**src/rtl/rv32_enc_pkg.sv**
```systemverilog
// rv32_enc_pkg: instruction classes, RV32I opcodes, NOP word and immediate range limits
package rv32_enc_pkg;
    typedef enum logic [3:0] {
        CL_LOAD   = 4'd0,
        CL_STORE  = 4'd1,
        CL_RTYPE  = 4'd2,
        CL_ITYPE  = 4'd3,
        CL_BRANCH = 4'd4,
        CL_JAL    = 4'd5,
        CL_JALR   = 4'd6,
        CL_LUI    = 4'd7,
        CL_AUIPC  = 4'd8
    } cls_e;
    localparam logic [6:0] OP_LOAD   = 7'b0000011;
    localparam logic [6:0] OP_STORE  = 7'b0100011;
    localparam logic [6:0] OP_RTYPE  = 7'b0110011;
    localparam logic [6:0] OP_ITYPE  = 7'b0010011;
    localparam logic [6:0] OP_BRANCH = 7'b1100011;
    localparam logic [6:0] OP_JAL    = 7'b1101111;
    localparam logic [6:0] OP_JALR   = 7'b1100111;
    localparam logic [6:0] OP_LUI    = 7'b0110111;
    localparam logic [6:0] OP_AUIPC  = 7'b0010111;
    localparam logic [31:0] NOP = 32'h0000_0013;
    localparam int I_MIN = -2048;
    localparam int I_MAX = 2047;
    localparam int B_MIN = -4096;
    localparam int B_MAX = 4094;
    localparam int J_MIN = -1048576;
    localparam int J_MAX = 1048574;
endpackage

```
**src/rtl/enc_fifo2.sv**
```systemverilog
// enc_fifo2: 2-entry valid/ready FIFO; ports clk, rst, in_valid/in_ready/in_data, out_valid/out_ready/out_data
module enc_fifo2 #(
    parameter int W = 8
) (
    input  logic         clk,
    input  logic         rst,
    input  logic         in_valid,
    output logic         in_ready,
    input  logic [W-1:0] in_data,
    output logic         out_valid,
    input  logic         out_ready,
    output logic [W-1:0] out_data
);
    logic [W-1:0] m0, m1;
    logic rp, wp, push, pop;
    logic [1:0] cnt;
    assign in_ready  = cnt != 2'd2;
    assign out_valid = cnt != 2'd0;
    assign push      = in_valid && in_ready;
    assign pop       = out_valid && out_ready;
    assign out_data  = rp ? m1 : m0;
    always_ff @(posedge clk) begin
        if (rst) begin
            m0  <= '0;
            m1  <= '0;
            rp  <= 1'b0;
            wp  <= 1'b0;
            cnt <= 2'd0;
        end else begin
            if (push && wp) m1 <= in_data;
            if (push && !wp) m0 <= in_data;
            if (push) wp <= ~wp;
            if (pop) rp <= ~rp;
            cnt <= cnt + 2'(push) - 2'(pop);
        end
    end
endmodule

```
**src/rtl/rv32_instr_encoder.sv**
```systemverilog
// rv32_instr_encoder: packs field-level RV32I requests into words tagged with sequential addresses
// Ports: clk, rst; req_* request handshake and fields; addr_load/addr_load_val counter load;
// out_valid/out_ready/out_instr/out_addr/out_err buffered output. Optional: ENCODER_RANGE_CHECK_EN.
module rv32_instr_encoder
    import rv32_enc_pkg::*;
#(
    parameter int unsigned         ADDR_W    = 32,
    parameter logic [ADDR_W-1:0]   BASE_ADDR = '0
) (
    input  logic              clk,
    input  logic              rst,
    input  logic              req_valid,
    output logic              req_ready,
    input  logic [3:0]        req_class,
    input  logic [2:0]        req_funct3,
    input  logic              req_f7b5,
    input  logic [4:0]        req_rd,
    input  logic [4:0]        req_rs1,
    input  logic [4:0]        req_rs2,
    input  logic [31:0]       req_imm,
    input  logic              addr_load,
    input  logic [ADDR_W-1:0] addr_load_val,
    output logic              out_valid,
    input  logic              out_ready,
    output logic [31:0]       out_instr,
    output logic [ADDR_W-1:0] out_addr,
    output logic              out_err
);
    // Returns {err, word}
    function automatic logic [32:0] encode(logic [3:0] c, logic [2:0] f3, logic f7b5,
                                           logic [4:0] rd, logic [4:0] rs1, logic [4:0] rs2,
                                           logic [31:0] imm);
        logic [6:0] f7;
        f7 = {1'b0, f7b5, 5'b0};
        case (c)
            CL_LOAD:   return {1'b0, imm[11:0], rs1, f3, rd, OP_LOAD};
            CL_STORE:  return {1'b0, imm[11:5], rs2, rs1, f3, imm[4:0], OP_STORE};
            CL_RTYPE:  return {1'b0, f7, rs2, rs1, f3, rd, OP_RTYPE};
            CL_ITYPE:  return (f3 == 3'b001 || f3 == 3'b101)
                              ? {1'b0, f7, imm[4:0], rs1, f3, rd, OP_ITYPE}
                              : {1'b0, imm[11:0], rs1, f3, rd, OP_ITYPE};
            CL_BRANCH: return {1'b0, imm[12], imm[10:5], rs2, rs1, f3, imm[4:1], imm[11], OP_BRANCH};
            CL_JAL:    return {1'b0, imm[20], imm[10:1], imm[11], imm[19:12], rd, OP_JAL};
            CL_JALR:   return {1'b0, imm[11:0], rs1, 3'b000, rd, OP_JALR};
            CL_LUI:    return {1'b0, imm[31:12], rd, OP_LUI};
            CL_AUIPC:  return {1'b0, imm[31:12], rd, OP_AUIPC};
            default:   return {1'b1, NOP};
        endcase
    endfunction
    logic [32:0] raw, enc;
    logic [ADDR_W-1:0] ctr, tag;
    logic [32+ADDR_W:0] od;
    logic acc;
    assign raw = encode(req_class, req_funct3, req_f7b5, req_rd, req_rs1, req_rs2, req_imm);
`ifdef ENCODER_RANGE_CHECK_EN
    function automatic logic imm_ok(logic [3:0] c, logic [2:0] f3, logic [31:0] imm);
        int s;
        s = imm;
        case (c)
            CL_LOAD, CL_STORE, CL_JALR: return s >= I_MIN && s <= I_MAX;
            CL_ITYPE:  return (f3 == 3'b001 || f3 == 3'b101) ? imm < 32'd32 : s >= I_MIN && s <= I_MAX;
            CL_BRANCH: return s >= B_MIN && s <= B_MAX && !imm[0];
            CL_JAL:    return s >= J_MIN && s <= J_MAX && !imm[0];
            CL_LUI, CL_AUIPC: return imm[11:0] == 12'd0;
            default:   return 1'b1;
        endcase
    endfunction
    assign enc = imm_ok(req_class, req_funct3, req_imm) ? raw : {1'b1, NOP};
`else
    assign enc = raw;
`endif
    assign acc = req_valid && req_ready;
    // A same-cycle load retags the accepted request too
    assign tag = addr_load ? addr_load_val : ctr;
    always_ff @(posedge clk) begin
        if (rst) ctr <= BASE_ADDR;
        else if (addr_load || acc) ctr <= tag + (acc ? ADDR_W'(4) : '0);
    end
    enc_fifo2 #(.W(33 + ADDR_W)) u_fifo (
        .clk       (clk),
        .rst       (rst),
        .in_valid  (req_valid),
        .in_ready  (req_ready),
        .in_data   ({enc[31:0], tag, enc[32]}),
        .out_valid (out_valid),
        .out_ready (out_ready),
        .out_data  (od)
    );
    assign {out_instr, out_addr, out_err} = od;
endmodule

```
**config.mk**
```make
export PLATFORM = sky130hd
export DESIGN_NAME = rv32_instr_encoder
export DESIGN_NICKNAME = d
export VERILOG_FILES = /design/src/rtl/rv32_enc_pkg.sv /design/src/rtl/enc_fifo2.sv /design/src/rtl/rv32_instr_encoder.sv
export SDC_FILE = /design/constraint.sdc
export NUM_CORES = 1
export LEC_CHECK = 0
export BUFFER_PORTS_ARGS = -buffer_cell sky130_fd_sc_hd__buf_4
export CORE_ASPECT_RATIO = 2
export CORE_MARGIN = 4
export CORE_UTILIZATION = 46
export DETAILED_ROUTE_END_ITERATION = 12
export PLACE_DENSITY_LB_ADDON = 0.3
export SLEW_MARGIN = 20
export SYNTH_ARGS = -nofsm -noshare
export SYNTH_HDL_FRONTEND = slang
export SYNTH_SLANG_ARGS = --single-unit
```
**constraint.sdc**
```tcl
create_clock -name clk -period 3.4 [get_ports clk]
set_input_delay 0.34 -clock clk [delete_from_list [all_inputs] [get_ports clk]]
set_output_delay 0.34 -clock clk [all_outputs]
set_load 0.1 [all_outputs]
```
==> insert_results.sql <==
INSERT INTO impl_metrics (metric_group, metric, value, unit) VALUES
('global_routing', 'global_route_wire_length_before_repair', '37000', 'um'),
('placed_design', 'gp_congestion', '0.877', ''),
('yosys', 'syn_area', '8360', 'um^2'),
('yosys', 'synth_flop_type', 'sky130_fd_sc_hd__dfxtp_1', ''),
('die', 'die_x', '103', 'um'),
('sta', 'tightestPinTransition', '0.834', 'ns'),
('die', 'initial_core_util', '0.470', ''),
('yosys', 'synth_edf_count', '0', ''),
('die', 'design.die.area', '20500', 'um^2'),
('clocking', 'cts_tree', 'done', ''),
('global_routing', 'grt_util_met3', '0.0330', ''),
('die', 'pin_count', '159', ''),
('yosys', 'mappedNetlistNets', '1042', ''),
('sta', 'setup_viol', '0', ''),
('yosys', 'asyncSetResetFlopFracSynth', '0', ''),
('yosys', 'netlist.area_leader.share', '0.393', ''),
('worst_setup_path', 'worst_r2r_endpoint', 'ctr[30]$_SDFFE_PP0P_', ''),
('die', 'core_area', '17800', 'um^2'),
('sta', 'setup_repair_after_global_routing_missed_its_margin', 'false', ''),
('global_routing', 'gr-usage-all-layers', '0.231', ''),
('placed_design', 'placed_cells', '1256', ''),
('yosys', 'postSynthRegisterBits', '164', ''),
('hold_path', 'timing.hold.worst.class', 'in -> reg', ''),
('global_routing', 'use_met2', '0.431', ''),
('placed_design', 'placement.io_buffers', '158', ''),
('global_routing', 'top_usage_layer', 'met2', ''),
('clocking', 'clock-sinks', '164', ''),
('final_layout', 'drive_gt1_frac', '0.280', ''),
('run', 'maxCapViolations', '0', ''),
('global_routing', 'grt_pass1_vias', '7426', ''),
('sta', 'final-max-slew-violation-count', '0', ''),
('worst_setup_path', 'ff2ff_setup_slack', '0.97', 'ns'),
('yosys', 'synth.top_cells.by_count', 'sky130_fd_sc_hd__dfxtp_1, sky130_fd_sc_hd__nor2_1, sky130_fd_sc_hd__nand2_1', ''),
('sta', 'max_slew_margin', '0.442', ''),
('clocking', 'number_of_clock_buffers_inserted_by_tritoncts', '17', ''),
('placed_design', 'dpl_worst_slack', '0.845', 'ns'),
('global_routing', 'grt_max_degree', '89', ''),
('hold_path', 'min_path_cells', '3', ''),
('worst_setup_path', 'worst-path-max-fanout', '44', ''),
('placed_design', 'dp_hpwl', '16600', 'um'),
('worst_setup_path', 'timing.critical_path.cells', 'buf_12 -> mux2_2 -> buf_4', ''),
('routing', 'detailedRoute.firstPassIterationCount', '5', ''),
('worst_setup_path', 'r2r-start', 'u_fifo.cnt[0]$_SDFF_PP0_', ''),
('routing', 'antenna_violating_nets_post_route', '0', ''),
('worst_setup_path', 'worst_setup_path_end_kind', 'output port', ''),
('yosys', 'synth_sequential_area_ratio', '0.393', ''),
('die', 'rows', '69', ''),
('sta', 'timing.clock.skew', '0.0100', 'ns'),
('final_layout', 'layout.cells.non_filler', '1288', ''),
('routing', 'routed-via-count', '7296', ''),
('sta', 'layout_worst_path_cycle_share', '0.738', ''),
('global_routing', 'grt_met1_usage', '0.236', ''),
('worst_setup_path', 'worst_r2r_path_depth', '11', ''),
('worst_setup_path', 'crit_type', 'reg -> out', ''),
('routing', 'postRouteWirelength', '23300', 'um'),
('die', 'die-height', '199', 'um'),
('run_status', 'run_status', 'complete, no violations', ''),
('clocking', 'number_of_buffers_on_the_longest_clock_path', '2', ''),
('sta', 'fin_setup_tns', '0', 'ns'),
('worst_setup_path', 'slowest_delay', '0.70', 'ns'),
('yosys', 'post_synth_num_cell_types', '64', ''),
('sta', 'post-route-min-period', '2.51', 'ns'),
('sta', 'timing.final.hold_violations', '0', ''),
('hold_path', 'hold_path_end', 'ctr[1]$_SDFFE_PP0P_', ''),
('sta', 'worst_slack', '0.891', 'ns'),
('worst_setup_path', 'worstPathArrival', '2.17', 'ns'),
('hold_path', 'min-delay-start', 'addr_load_val[1]', ''),
('clocking', 'h-tree-depth', '4', ''),
('routing', 'wl_per_cell', '18.1', 'um'),
('power_and_ir_drop', 'vdd_drop_max', '0.453', 'mV'),
('clocking', 'cts_hold_repair.buffers', '0', '');
routing by layer:
layer  share of wire  vias to the layer above  wire length [um]
met3           0.039                       60               910
li1                -                     3614                 -
met1            0.36                     3434              8360
met2            0.56                      188             13100
met5               0                        -                 0
met4           0.039                        0               902
cell families after synthesis:
| family | synth area share |
|---|---|
| XOR/XNOR | 0.0450 |
| flip-flops | 0.393 |
| multiplexers | 0.126 |
| AO/OA/AOI/OAI | 0.197 |
| AND/OR/NAND/NOR | 0.189 |
| adder cells (fa/ha/maj) | 0.00598 |
| buffers and inverters | 0.0438 |
critical path: cells and delay by family (launching register included):
kind	cells	cell delay, ns
flip-flops	1	0.70
multiplexers	1	0.42
buffers and inverters	2	0.58
metrics by stage:
stage          hold WS, ns  instance area, um^2  utilization
4_1_cts              0.215                10200        0.575
3_3_place_gp         0.428                 9640        0.542
2_1_floorplan        0.420                 8370            -
5_1_grt              0.234                10200        0.575
3_5_place_dp         0.436                 9640        0.542
6_report             0.220                10200        0.575
registers in the layout, indices dropped and copies added, names as in the netlist:
signal / cells
u_fifo.m0: 64
u_fifo.wp: 1
u_fifo.m1: 64
u_fifo.rp: 1
u_fifo.cnt: 2
ctr: 32
worst max-delay path by stage:
stage | startpoint | to
after floorplan | u_fifo.cnt[0]$_SDFF_PP0_ | ctr[30]$_SDFFE_PP0P_
after global placement | addr_load | ctr[17]$_SDFFE_PP0P_
after detailed placement | addr_load | ctr[21]$_SDFFE_PP0P_
after CTS | u_fifo.rp$_SDFFE_PP0P_ | out_addr[31]
after global routing | u_fifo.cnt[0]$_SDFF_PP0_ | ctr[27]$_SDFFE_PP0P_
final | u_fifo.rp$_SDFFE_PP0P_ | out_addr[31]
final cells by class:
cell class | count | area [um^2]
inverter | 10 | 37.5
fill | 1673 | 7550
timing repair buffer | 169 | 1320
clock inverter | 11 | 128
multi-input combinational | 700 | 4730
sequential | 164 | 3280
tap | 213 | 267
clock buffer | 21 | 460
where the power goes:
part	internal [mW]	switching [mW]	total, mW
logic	0.876	2.31	3.18
clock network	1.12	0.803	1.93
registers	2.17	0.175	2.34
total	4.17	3.29	7.45
layout by cell type (no fill, tap or decap), types with 6 or more instances in the layout:
cell type and n:
sky130_fd_sc_hd__a211oi_1 54, sky130_fd_sc_hd__a21oi_1 32, sky130_fd_sc_hd__a22o_1 21, sky130_fd_sc_hd__a22oi_1 11
sky130_fd_sc_hd__a31oi_1 6, sky130_fd_sc_hd__buf_4 165, sky130_fd_sc_hd__clkbuf_16 17, sky130_fd_sc_hd__dfxtp_1 163
sky130_fd_sc_hd__inv_1 9, sky130_fd_sc_hd__mux2_2 67, sky130_fd_sc_hd__mux2i_1 30, sky130_fd_sc_hd__nand2_1 99
sky130_fd_sc_hd__nand3_1 19, sky130_fd_sc_hd__nand3b_1 9, sky130_fd_sc_hd__nand4_1 7, sky130_fd_sc_hd__nor2_1 108
sky130_fd_sc_hd__nor2b_1 19, sky130_fd_sc_hd__nor3_1 14, sky130_fd_sc_hd__o21ai_0 66, sky130_fd_sc_hd__o22a_1 8
sky130_fd_sc_hd__xnor2_1 34, sky130_fd_sc_hd__xor2_1 9
Power figures use the tool's default switching activity.
